[src/rtl/tinyalu_cmd_seq.sv]
// tinyalu_cmd_seq
//   Queues operand/opcode commands in a small FIFO and runs them one at a
//   time through a tinyalu core, returning one response per command in the
//   order the commands were accepted.
//
// Build option:
//   TINYALU_CMD_SEQ_TIMEOUT_EN - when defined, EXEC gives up after
//   TIMEOUT_CYCLES cycles without alu_done and answers with rsp_err=1.
//   When undefined, EXEC waits for alu_done indefinitely.
//
// Ports:
//   clk, reset_n             clock, synchronous active-low reset
//   cmd_valid/cmd_ready      command handshake (ready = FIFO not full)
//   cmd_A, cmd_B, cmd_op     command operands and opcode
//   alu_A, alu_B, alu_op     operands/opcode to tinyalu (zero outside EXEC)
//   alu_start, alu_done      tinyalu handshake
//   alu_result               tinyalu result
//   rsp_valid/rsp_ready      response handshake
//   rsp_result, rsp_op       captured result and opcode of the answered command
//   rsp_err                  illegal opcode or timeout
//
// state | meaning
// IDLE  | waiting for a queued command; pops the FIFO head
// EXEC  | alu_start held, waiting for alu_done (or timeout)
// RESP  | response presented, waiting for rsp_ready
module tinyalu_cmd_seq #(
  parameter int FIFO_DEPTH     = 4,
  parameter int TIMEOUT_CYCLES = 16
) (
  input  logic        clk,
  input  logic        reset_n,
  input  logic        cmd_valid,
  output logic        cmd_ready,
  input  logic [7:0]  cmd_A,
  input  logic [7:0]  cmd_B,
  input  logic [2:0]  cmd_op,
  output logic [7:0]  alu_A,
  output logic [7:0]  alu_B,
  output logic [2:0]  alu_op,
  output logic        alu_start,
  input  logic        alu_done,
  input  logic [15:0] alu_result,
  output logic        rsp_valid,
  input  logic        rsp_ready,
  output logic [15:0] rsp_result,
  output logic [2:0]  rsp_op,
  output logic        rsp_err
);

  localparam int AW = $clog2(FIFO_DEPTH);
  localparam int CW = AW + 1;

  localparam logic [2:0] OP_NOP = 3'b000;
  localparam logic [2:0] OP_MUL = 3'b100;

  if (FIFO_DEPTH < 2 || (FIFO_DEPTH & (FIFO_DEPTH - 1)) != 0 || TIMEOUT_CYCLES < 1) begin : g_bad_params
    $error("tinyalu_cmd_seq: FIFO_DEPTH must be a power of two >= 2 and TIMEOUT_CYCLES >= 1");
  end

  typedef enum logic [1:0] {IDLE, EXEC, RESP} state_t;

  state_t state, state_nxt;

  // command FIFO
  logic [18:0]   fifo_mem [FIFO_DEPTH];
  logic [AW-1:0] wr_ptr, rd_ptr;
  logic [CW-1:0] count;
  logic          push, pop, fifo_empty;
  logic [18:0]   head;
  logic [7:0]    head_a, head_b;
  logic [2:0]    head_op;
  logic          head_exec;

  // held command for the ALU
  logic [7:0] op_a, op_b;
  logic [2:0] op_q;

  logic cap_done, tmo_hit, tmo_fire;

  // Ready depends only on stored occupancy, so a same-cycle pop never
  // opens a slot for a push when full.
  assign cmd_ready  = (count != CW'(FIFO_DEPTH));
  assign fifo_empty = (count == '0);
  assign push       = cmd_valid & cmd_ready;

  assign head      = fifo_mem[rd_ptr];
  assign head_a    = head[18:11];
  assign head_b    = head[10:3];
  assign head_op   = head[2:0];
  assign head_exec = (head_op != OP_NOP) && (head_op <= OP_MUL);

  always_ff @(posedge clk) begin
    if (push) fifo_mem[wr_ptr] <= {cmd_A, cmd_B, cmd_op};
  end

  always_ff @(posedge clk) begin
    if (!reset_n) begin
      wr_ptr <= '0;
      rd_ptr <= '0;
      count  <= '0;
    end else begin
      if (push) wr_ptr <= wr_ptr + AW'(1);
      if (pop)  rd_ptr <= rd_ptr + AW'(1);
      case ({push, pop})
        2'b10:   count <= count + CW'(1);
        2'b01:   count <= count - CW'(1);
        default: count <= count;
      endcase
    end
  end

`ifdef TINYALU_CMD_SEQ_TIMEOUT_EN
  localparam int TW = $clog2(TIMEOUT_CYCLES + 1);
  logic [TW-1:0] tmo_cnt;

  // Zero on every cycle outside EXEC, so it starts from zero on entry.
  always_ff @(posedge clk) begin
    if (!reset_n)           tmo_cnt <= '0;
    else if (state != EXEC) tmo_cnt <= '0;
    else                    tmo_cnt <= tmo_cnt + TW'(1);
  end

  // This EXEC cycle is the TIMEOUT_CYCLES-th one.
  assign tmo_hit = (tmo_cnt == TW'(TIMEOUT_CYCLES - 1));
`else
  assign tmo_hit = 1'b0;
`endif

  always_ff @(posedge clk) begin
    if (!reset_n) state <= IDLE;
    else          state <= state_nxt;
  end

  always_comb begin
    state_nxt = state;
    pop       = 1'b0;
    cap_done  = 1'b0;
    tmo_fire  = 1'b0;
    alu_start = 1'b0;
    alu_A     = '0;
    alu_B     = '0;
    alu_op    = '0;
    rsp_valid = 1'b0;
    case (state)
      IDLE: begin
        if (!fifo_empty) begin
          pop       = 1'b1;
          state_nxt = head_exec ? EXEC : RESP;
        end
      end
      EXEC: begin
        alu_start = 1'b1;
        alu_A     = op_a;
        alu_B     = op_b;
        alu_op    = op_q;
        if (alu_done) begin
          cap_done  = 1'b1;
          state_nxt = RESP;
        end else if (tmo_hit) begin
          tmo_fire  = 1'b1;
          state_nxt = RESP;
        end
      end
      RESP: begin
        rsp_valid = 1'b1;
        if (rsp_ready) state_nxt = IDLE;
      end
      default: state_nxt = IDLE;
    endcase
  end

  always_ff @(posedge clk) begin
    if (!reset_n) begin
      op_a       <= '0;
      op_b       <= '0;
      op_q       <= '0;
      rsp_result <= '0;
      rsp_op     <= '0;
      rsp_err    <= 1'b0;
    end else begin
      if (pop) begin
        op_a   <= head_a;
        op_b   <= head_b;
        op_q   <= head_op;
        rsp_op <= head_op;
        // no_op and illegal opcodes are answered without touching the ALU
        if (!head_exec) begin
          rsp_result <= '0;
          rsp_err    <= (head_op != OP_NOP);
        end
      end
      if (cap_done) begin
        rsp_result <= alu_result;
        rsp_err    <= 1'b0;
      end
      if (tmo_fire) begin
        rsp_result <= '0;
        rsp_err    <= 1'b1;
      end
    end
  end

endmodule

[config.mk]
export PLATFORM = sky130hd
export DESIGN_NAME = tinyalu_cmd_seq
export DESIGN_NICKNAME = d
export VERILOG_FILES = /design/src/rtl/tinyalu_cmd_seq.sv
export SDC_FILE = /design/constraint.sdc
export NUM_CORES = 1
export LEC_CHECK = 0
export CORE_ASPECT_RATIO = 1.2
export CORE_UTILIZATION = 45
export CTS_BUF_LIST = sky130_fd_sc_hd__clkbuf_8
export DETAILED_ROUTE_END_ITERATION = 10
export HOLD_SLACK_MARGIN = 0.02
export PLACE_DENSITY = 0.74
export RECOVER_POWER = 100
export SKIP_LAST_GASP = 1
export SLEW_MARGIN = 10
export SYNTH_ARGS = -nofsm -noshare
export SYNTH_HDL_FRONTEND = slang
export SYNTH_SLANG_ARGS = --single-unit
[constraint.sdc]
create_clock -name clk -period 7 [get_ports clk]
set_clock_uncertainty 0.15 [all_clocks]
set_input_delay 1.4 -clock clk [delete_from_list [all_inputs] [get_ports clk]]
set_output_delay 1.4 -clock clk [all_outputs]
set_load 0.03 [all_outputs]
==> impl_metrics.yaml, run 1 <==
route:
  ant_nets: 0
  wl_microns: 8810
  wl_per_cell_microns: 17.2
  drcViolationCount: 0
  drt_pre_antenna_iters: 4
  viasPerCell: 5.40
  via_count: 2772
  drtIter0Drc: 118
logic_synthesis:
  avgSynthCellArea_sq_um: 16.1
  ys.flop_type: "edfxtp_1"
  synthCells: 297
  yosysTopAreaCell: "edfxtp_1"
  synth_most_common_cell: "edfxtp_1"
  synth.area.top_cells: "edfxtp_1 (48%), dfxtp_1 (20%), mux4_2 (9.0%)"
  synth_common_cells: "edfxtp_1 (76), dfxtp_1 (47), and3_1 (20)"
  ys_warn_count: 0
  synthArstFlopShare_pct: 0
  synth_edf_count: 76
  synth_top_area_share_pct: 47.8
  syn_area_sq_um: 4780
  seq_area_frac_synth_pct: 67.5
  yosysUniqueCellTypes: 42
  postSynthNetCount: 344
  synth_seq_cells: 123
power:
  ir_drop_uv: 152
  p_per_area_nw_per_um2: 367
  total_power_mw: 2.22
  p_leak_nw: 2.31
floorplan:
  core_sq_um: 10200
  die_y_microns: 115
  std_cell_rows: 40
  chipWidth_microns: 96.0
  dieArea_sq_um: 11000
  start_util_pct: 47.0
  io_pins: 82
setup_path:
  critical_path_class: "reg2out"
  start_kind: "register"
  critPathArrivalTime_ns: 2.93
  cp-end-kind: "output pin"
  required_ns: 5.45
  critPathMaxFanout: 20
timing:
  rsz0062_at_grt: "false"
  worst_slew_pin_slew_ns: 1.17
  final-max-slew-violation-count: 0
  fin_ws_ns: 2.52
  setup_viol: 0
  slew_headroom_pct: 21.2
  min_period_ns: 4.48
  period_share_pct: 64.0
  setup_tns_ns: 0
  max_freq_mhz: 223
  final-hold-violation-count: 0
cts:
  post-cts-setup-buffers: 0
  htreeDepth: 4
  cts.sinks: 123
  cts_resized: 0
  clockRootBuffer: "clkbuf_8"
  cts_hold_repair.buffers: 0
  cts_buffer_depth: 2
  clk_pin_slew_worst_paths_ns: 0.07
  tritoncts: "built"
  clk_latency_ns: 0.43
  cts_made_buffers: 17
layout:
  syn2layout_area_growth_pct: 26.3
  fill_cells: 811
  insertedDiodeCount: 0
  layout-drive-gt1-share_pct: 12.7
  final_area_sq_um: 6030
  fin_cells: 513
  final_nets: 422
place:
  numPortBuffers: 81
  dp_hpwl_microns: 5590
  dpl_cell_area_sq_um: 5620
  post-place-ws_ns: 2.46
  place_inst: 482
  globalplace.congestion: 0.709
min_path:
  min_path_type: "reg2reg"
outcome:
  outcome: "finished, final reports clean"
global_routing:
  grt.total_usage_pct: 16.9
  antenna_found_initial: 0
  grt_pass1_vias: 2766
  grt.overflow.total: 0
  grt_max_degree: 38
  grt_pass1_wl_microns: 13200
flow_run:
  cap_violations: 0
==> final cells by class <==
cell class / count / area, sq um / area share (%)
multi-input cells: 143 / 1390 / 23.0
inverters: 8 / 30.0 / 0.498
well taps: 126 / 158 / 2.61
flip-flops and latches: 123 / 3220 / 53.5
clock buffers: 18 / 248 / 4.11
repair buffers: 82 / 818 / 13.6
clock inverters: 13 / 164 / 2.72
==> final timing paths <==
| kind | slack, ns | startpoint | cells past startpoint | to |
|---|---|---|---|---|
| max | 2.52 | state[0] | 4 | alu_A[2] |
| min | 0.32 | rsp_err | 2 | rsp_err |
| max reg2reg | 3.82 | register | 5 | rsp_result[15] |
| min reg2reg | 0.32 | rsp_err | 2 | rsp_err |
==> metal layers <==
| metal | vias up | track usage [%] | part of all wire, % |
|---|---|---|---|
| li1 | 1317 | - | - |
| met1 | 1347 | 17.5 | 38 |
| met2 | 89 | 30.1 | 53 |
| met3 | 19 | 5.29 | 6.6 |
| met4 | 0 | 9.35 | 2.5 |
| met5 | - | 0 | 0 |
==> worst max-delay path: stages (launching register included) <==
cell and delay, ns:
dfxtp_1 0.56, inv_1 0.11, nor2_1 0.81, and2_1 0.26, dlygate4sd3_1 0.75
==> report_power, final <==
part	switching [mW]	total (mW)	internal, mW
registers	0.0853	0.985	0.900
clock network	0.254	0.641	0.387
logic	0.331	0.589	0.258
total	0.671	2.22	1.54
==> placed cells by master (no fill, tap or decap), drive strengths merged, types with 3 or more instances in the layout <==
master         instances
a21oi                  6
a22o                  19
a32o                  16
and2                  19
and3                  20
bufinv                 4
clkbuf                18
clkdlybuf4s50         18
dfxtp                 47
dlygate4sd3           63
edfxtp                76
ha                     6
inv                   14
mux4                  19
nand2b                 3
nand3                  3
nor2                   5
==> through the flow <==
stage          utilization [%]  hold slack [ns]
2_1_floorplan                -            0.284
3_3_place_gp              55.3            0.298
3_5_place_dp              55.3            0.311
4_1_cts                   59.3            0.329
5_1_grt                   59.3            0.338
6_report                  59.3            0.324
==> kinds of logic (layout without fill, tap and decap cells) <==
logic type,after synthesis,in the layout,share of synthesized area (%)
DFF,123,123,67.5
and+or+nand+nor,65,65,8.83
AOI/OAI and AO/OA,48,48,8.51
buffers and inverters,31,121,3.43
muxes,21,21,9.38
adders and majority gates,7,7,1.99
xor gates and xnor gates,2,2,0.367
==> state kept, by name, indices dropped and copies added, names as in the netlist, named ones only <==
register / flops
count: 3
fifo_mem: 76
op_a: 8
op_b: 8
op_q: 3
rd_ptr: 2
rsp_err: 1
rsp_result: 16
state: 2
wr_ptr: 2
No activity file was read; power rests on OpenSTA's default activity.
==> inputs of run 2 (changes only) <==
--- a/config.mk
+++ b/config.mk
@@ -10,7 +10,7 @@
 export CTS_BUF_LIST = sky130_fd_sc_hd__clkbuf_8
 export DETAILED_ROUTE_END_ITERATION = 10
 export HOLD_SLACK_MARGIN = 0.02
-export PLACE_DENSITY = 0.74
+export PLACE_DENSITY = 0.76
 export RECOVER_POWER = 100
 export SKIP_LAST_GASP = 1
 export SLEW_MARGIN = 10
==> constraint.sdc (replaced) <==
create_clock -name clk -period 3.9 [get_ports clk]
set_clock_uncertainty 0.15 [all_clocks]
set_input_delay 0.78 -clock clk [delete_from_list [all_inputs] [get_ports clk]]
set_output_delay 0.78 -clock clk [all_outputs]
set_load 0.03 [all_outputs]
==> impl_metrics.yaml, run 2 (synthesis results as in run 1) <==
layout:
  syn2layout_area_growth_pct: 26.2
  largest_reg_flops: 76
  final_cell_mix: "edfxtp_1 (76), dlygate4sd3_1 (63), dfxtp_1 (47), clkbuf_8 (24), and3_1 (20)"
  layout-drive-gt1-share_pct: 13.9
  top_regs: "fifo_mem: 76 flops, rsp_result: 16 flops"
  final_common_cell: "edfxtp_1"
  final_nets: 430
  top_register: "fifo_mem"
  insertedDiodeCount: 0
  final_area_sq_um: 6030
route:
  via_count: 2830
  ant_nets: 0
  wl_microns: 9070
  wl_per_cell_microns: 17.4
  drtIter0Drc: 131
  drcViolationCount: 0
  viasPerCell: 5.42
  drt_pre_antenna_iters: 4
global_routing:
  grt.overflow.total: 0
  grt.total_usage_pct: 17.5
  grt_pass1_vias: 2909
  antenna_found_initial: 0
  grt_pass1_wl_microns: 13900
  grt_max_degree: 33
floorplan:
  std_cell_rows: 40
  dieArea_sq_um: 11000
  start_util_pct: 47.0
  core_sq_um: 10200
  io_pins: 82
  chipWidth_microns: 96.0
  die_y_microns: 115
setup_path:
  critical_path_class: "reg2out"
  cpPeakStageDelay_ns: 0.75
  critPathArrivalTime_ns: 2.33
  cp-end-kind: "output pin"
  start_kind: "register"
  cpMaxStageDelayCell: "dlygate4sd3_1"
  crit_path_cell_trace: "inv_1 -> nor2_1 -> buf_4 -> and2_1 -> dlygate4sd3_1"
  critPathMaxFanout: 20
  cp_top_family: "buffers and inverters"
  required_ns: 2.97
  crit_buf_inv: 3
timing:
  final-max-slew-violation-count: 0
  final-hold-violation-count: 0
  min_period_ns: 3.26
  period_share_pct: 83.6
  worst_slew_pin_slew_ns: 1.29
  setup_tns_ns: 0
  rsz0062_at_grt: "false"
  slew_headroom_pct: 14.1
  setup_viol: 0
  hold_ws_ns: 0.321
  max_freq_mhz: 307
cts:
  cts_buffer_depth: 2
  clockRootBuffer: "clkbuf_8"
  clk_pin_slew_worst_paths_ns: 0.06
  clk_latency_ns: 0.41
  cts_hold_repair.buffers: 0
  cts_resized: 0
  htreeDepth: 4
  post-cts-setup-buffers: 0
  cts_made_buffers: 17
  tritoncts: "built"
  cts.sinks: 123
min_path:
  min_path_type: "reg2reg"
flow_run:
  cap_violations: 0
place:
  dpl_cell_area_sq_um: 5680
  globalplace.congestion: 0.710
  numPortBuffers: 81
  dp_hpwl_microns: 5860
power:
  ir_drop_uv: 270
  p_leak_nw: 2.31
  p_per_area_nw_per_um2: 643
outcome:
  outcome: "finished, final reports clean"
[run 2: cell types whose count changed in the layout (fill, tap and decap cells not counted)]
cell	delta
buf_4	+3
bufinv_16	-3
clkbuf_1	+5
clkbuf_8	+6
clkinv_2	+3
clkinv_4	-1
clkinvlp_4	-1
inv_1	-4
inv_4	+1
nor3_1	+1
nor3_4	-1
nor4_1	+1
nor4_4	-1
[run 2: path summary, 6_finish.rpt]
path             from             to  slack, ns  cells after the start
max reg2reg  register  rsp_result[7]       0.85                      5
min reg2reg   rsp_err        rsp_err       0.32                      2
max          state[0]       alu_A[1]       0.64                      5
min           rsp_err        rsp_err       0.32                      2
[run 2: per-layer routing]
metal	GRT usage, %	share of wire, %	vias up
li1	-	-	1333
met1	19.6	40	1380
met2	29.7	52	101
met3	6.55	6.4	16
met4	7.46	1.8	0
met5	0	0	-
[run 2: layout make-up]
type / instances / area [sq um]
Tap cell: 126 / 158
Clock inverter: 8 / 63.8
Fill cell: 776 / 4130
Timing Repair Buffer: 90 / 860
Clock buffer: 24 / 330
Sequential cell: 123 / 3220
Inverter: 8 / 30.0
Multi-Input combinational cell: 143 / 1360
[run 2: worst reg2reg max path, stage by stage (launching register included)]
cell and delay [ns]:
dfxtp_1 0.70, mux4_2 0.60, nor2_1 0.12, ha_1 0.24, or4_1 0.78, a32o_1 0.34
[run 2: where the power goes]
group          internal, mW  total [mW]  switching [mW]
sequential             1.62        1.76           0.142
clock                 0.615        1.06           0.444
combinational         0.462        1.06           0.600
total                  2.69        3.88            1.19
[run 2: through the flow]
stage          std cells  utilization (%)  worst slack [ns]  power [mW]
3_3_place_gp         490             55.9             0.878        2.88
3_5_place_dp         490             55.9             0.836        2.92
2_1_floorplan        297                -              1.25        2.59
4_1_cts              522             59.8             0.632        3.98
5_1_grt              522             59.3             0.479        4.08
6_report             522             59.3             0.641        3.88
==> inputs of run 3 (changes only) <==
--- a/config.mk
+++ b/config.mk
@@ -10,7 +10,7 @@
 export CTS_BUF_LIST = sky130_fd_sc_hd__clkbuf_8
 export DETAILED_ROUTE_END_ITERATION = 10
 export HOLD_SLACK_MARGIN = 0.02
-export PLACE_DENSITY = 0.76
+export PLACE_DENSITY = 0.74
 export RECOVER_POWER = 100
 export SKIP_LAST_GASP = 1
 export SLEW_MARGIN = 10
==> constraint.sdc (replaced) <==
create_clock -name clk -period 3.3 [get_ports clk]
set_clock_uncertainty 0.15 [all_clocks]
set_input_delay 0.66 -clock clk [delete_from_list [all_inputs] [get_ports clk]]
set_output_delay 0.66 -clock clk [all_outputs]
set_load 0.03 [all_outputs]
==> impl_metrics.yaml, run 3 (synthesis results as in run 1) <==
timing:
  fin_ws_ns: 0.208
  setup_viol: 0
  rsz0062_at_grt: "false"
  max_freq_mhz: 323
  slew_headroom_pct: 14.5
  period_share_pct: 93.7
  hold_ws_ns: 0.322
  worst_slew_pin_slew_ns: 1.28
  min_period_ns: 3.09
  final-max-slew-violation-count: 0
  setup_tns_ns: 0
  final-hold-violation-count: 0
route:
  drcViolationCount: 0
  ant_nets: 0
  drt_pre_antenna_iters: 4
  via_count: 2822
  wl_per_cell_microns: 16.7
  viasPerCell: 5.37
  drtIter0Drc: 157
  wl_microns: 8770
setup_path:
  cp_top_family: "simple AND/OR/NAND/NOR gates"
  path_depth: 6
  critPathArrivalTime_ns: 3.26
  crit_path_cell_trace: "clkbuf_1 -> mux4_2 -> inv_1 -> ha_1 -> or4_1 -> a32o_1"
  cpMaxStageDelayCell: "or4_1"
  cpPeakStageDelay_ns: 0.79
  rr_worst_depth: 6
  critPathMaxFanout: 18
  start_kind: "register"
  required_ns: 3.47
  cp-end-kind: "register"
  critical_path_class: "reg2reg"
  crit_buf_inv: 2
min_path:
  min_path_type: "reg2reg"
  holdPathStages: 1
place:
  numPortBuffers: 81
  dp_hpwl_microns: 5690
  dpl_cell_area_sq_um: 5700
  place_inst: 494
  post-place-ws_ns: 0.370
  globalplace.congestion: 0.715
global_routing:
  antenna_found_initial: 0
  gr-usage-met1_pct: 18.7
  met2_usage_pct: 29.9
  busiest_layer: "met2"
  grt_pass1_vias: 2810
  grt_pass1_wl_microns: 13700
  grt.overflow.total: 0
  grt_max_degree: 33
  grt.met3_usage_pct: 5.62
  grt.total_usage_pct: 17.2
layout:
  top_register: "fifo_mem"
  final_common_cell: "edfxtp_1"
  final-seq-area_sq_um: 3220
  final_nets: 434
  fin_cells: 526
  final_cell_mix: "edfxtp_1 (76), dlygate4sd3_1 (60), dfxtp_1 (46), and3_1 (20)"
  syn2layout_area_growth_pct: 27.0
  largest_reg_flops: 76
  insertedDiodeCount: 0
  top_regs: "fifo_mem: 76 flops, rsp_result: 16 flops"
  layout-drive-gt1-share_pct: 15.8
  multiInputGateArea_sq_um: 1370
  fill_cells: 788
  final_area_sq_um: 6060
cts:
  post-cts-setup-buffers: 0
  cts_buffer_depth: 2
  cts_made_buffers: 17
  htreeDepth: 4
  cts_hold_repair.buffers: 0
  clockRootBuffer: "clkbuf_8"
  cts_resized: 0
  clk_latency_ns: 0.43
  clk_pin_slew_worst_paths_ns: 0.07
  cts.sinks: 123
  tritoncts: "built"
power:
  p_leak_nw: 2.30
  ir_drop_uv: 317
  p_per_area_nw_per_um2: 773
floorplan:
  io_pins: 82
  core_sq_um: 10200
  std_cell_rows: 40
  die_y_microns: 115
  chipWidth_microns: 96.0
  dieArea_sq_um: 11000
  start_util_pct: 47.0
flow_run:
  cap_violations: 0
outcome:
  outcome: "finished, final reports clean"
## run 3: cell type report
type / instances / area share, %
flip-flops and latches: 123 / 53.2
multi-input cells: 143 / 22.7
repair buffers: 94 / 14.4
clock buffers: 17 / 3.86
clock inverters: 15 / 2.87
well taps: 126 / 2.60
inverters: 8 / 0.495
## run 3: final timing paths
check / startpoint / to / slack [ns]
min reg2reg: op_a[5] / op_a[5] / 0.32
max: register / rsp_result[2] / 0.21
max reg2reg: register / rsp_result[2] / 0.21
min: op_a[5] / op_a[5] / 0.32
## run 3: stage by stage
step,power [mW],utilization [%]
final,4.69,59.7
after detailed placement,3.46,56.1
after CTS,4.80,60.1
after floorplan,3.06,-
after global placement,3.43,56.1
after global routing,4.94,59.7
## run 3: power by group
group	switching [mW]	leakage, nW	internal (mW)
sequential	0.165	1.08	1.91
combinational	0.705	1.03	0.565
clock	0.597	0.194	0.744
total	1.47	2.30	3.22
## run 3: metal layers
metal,up-vias,part of all wire (%)
met5,-,0
met4,0,2.0
met3,17,7.6
met2,101,52
met1,1363,38
li1,1341,-
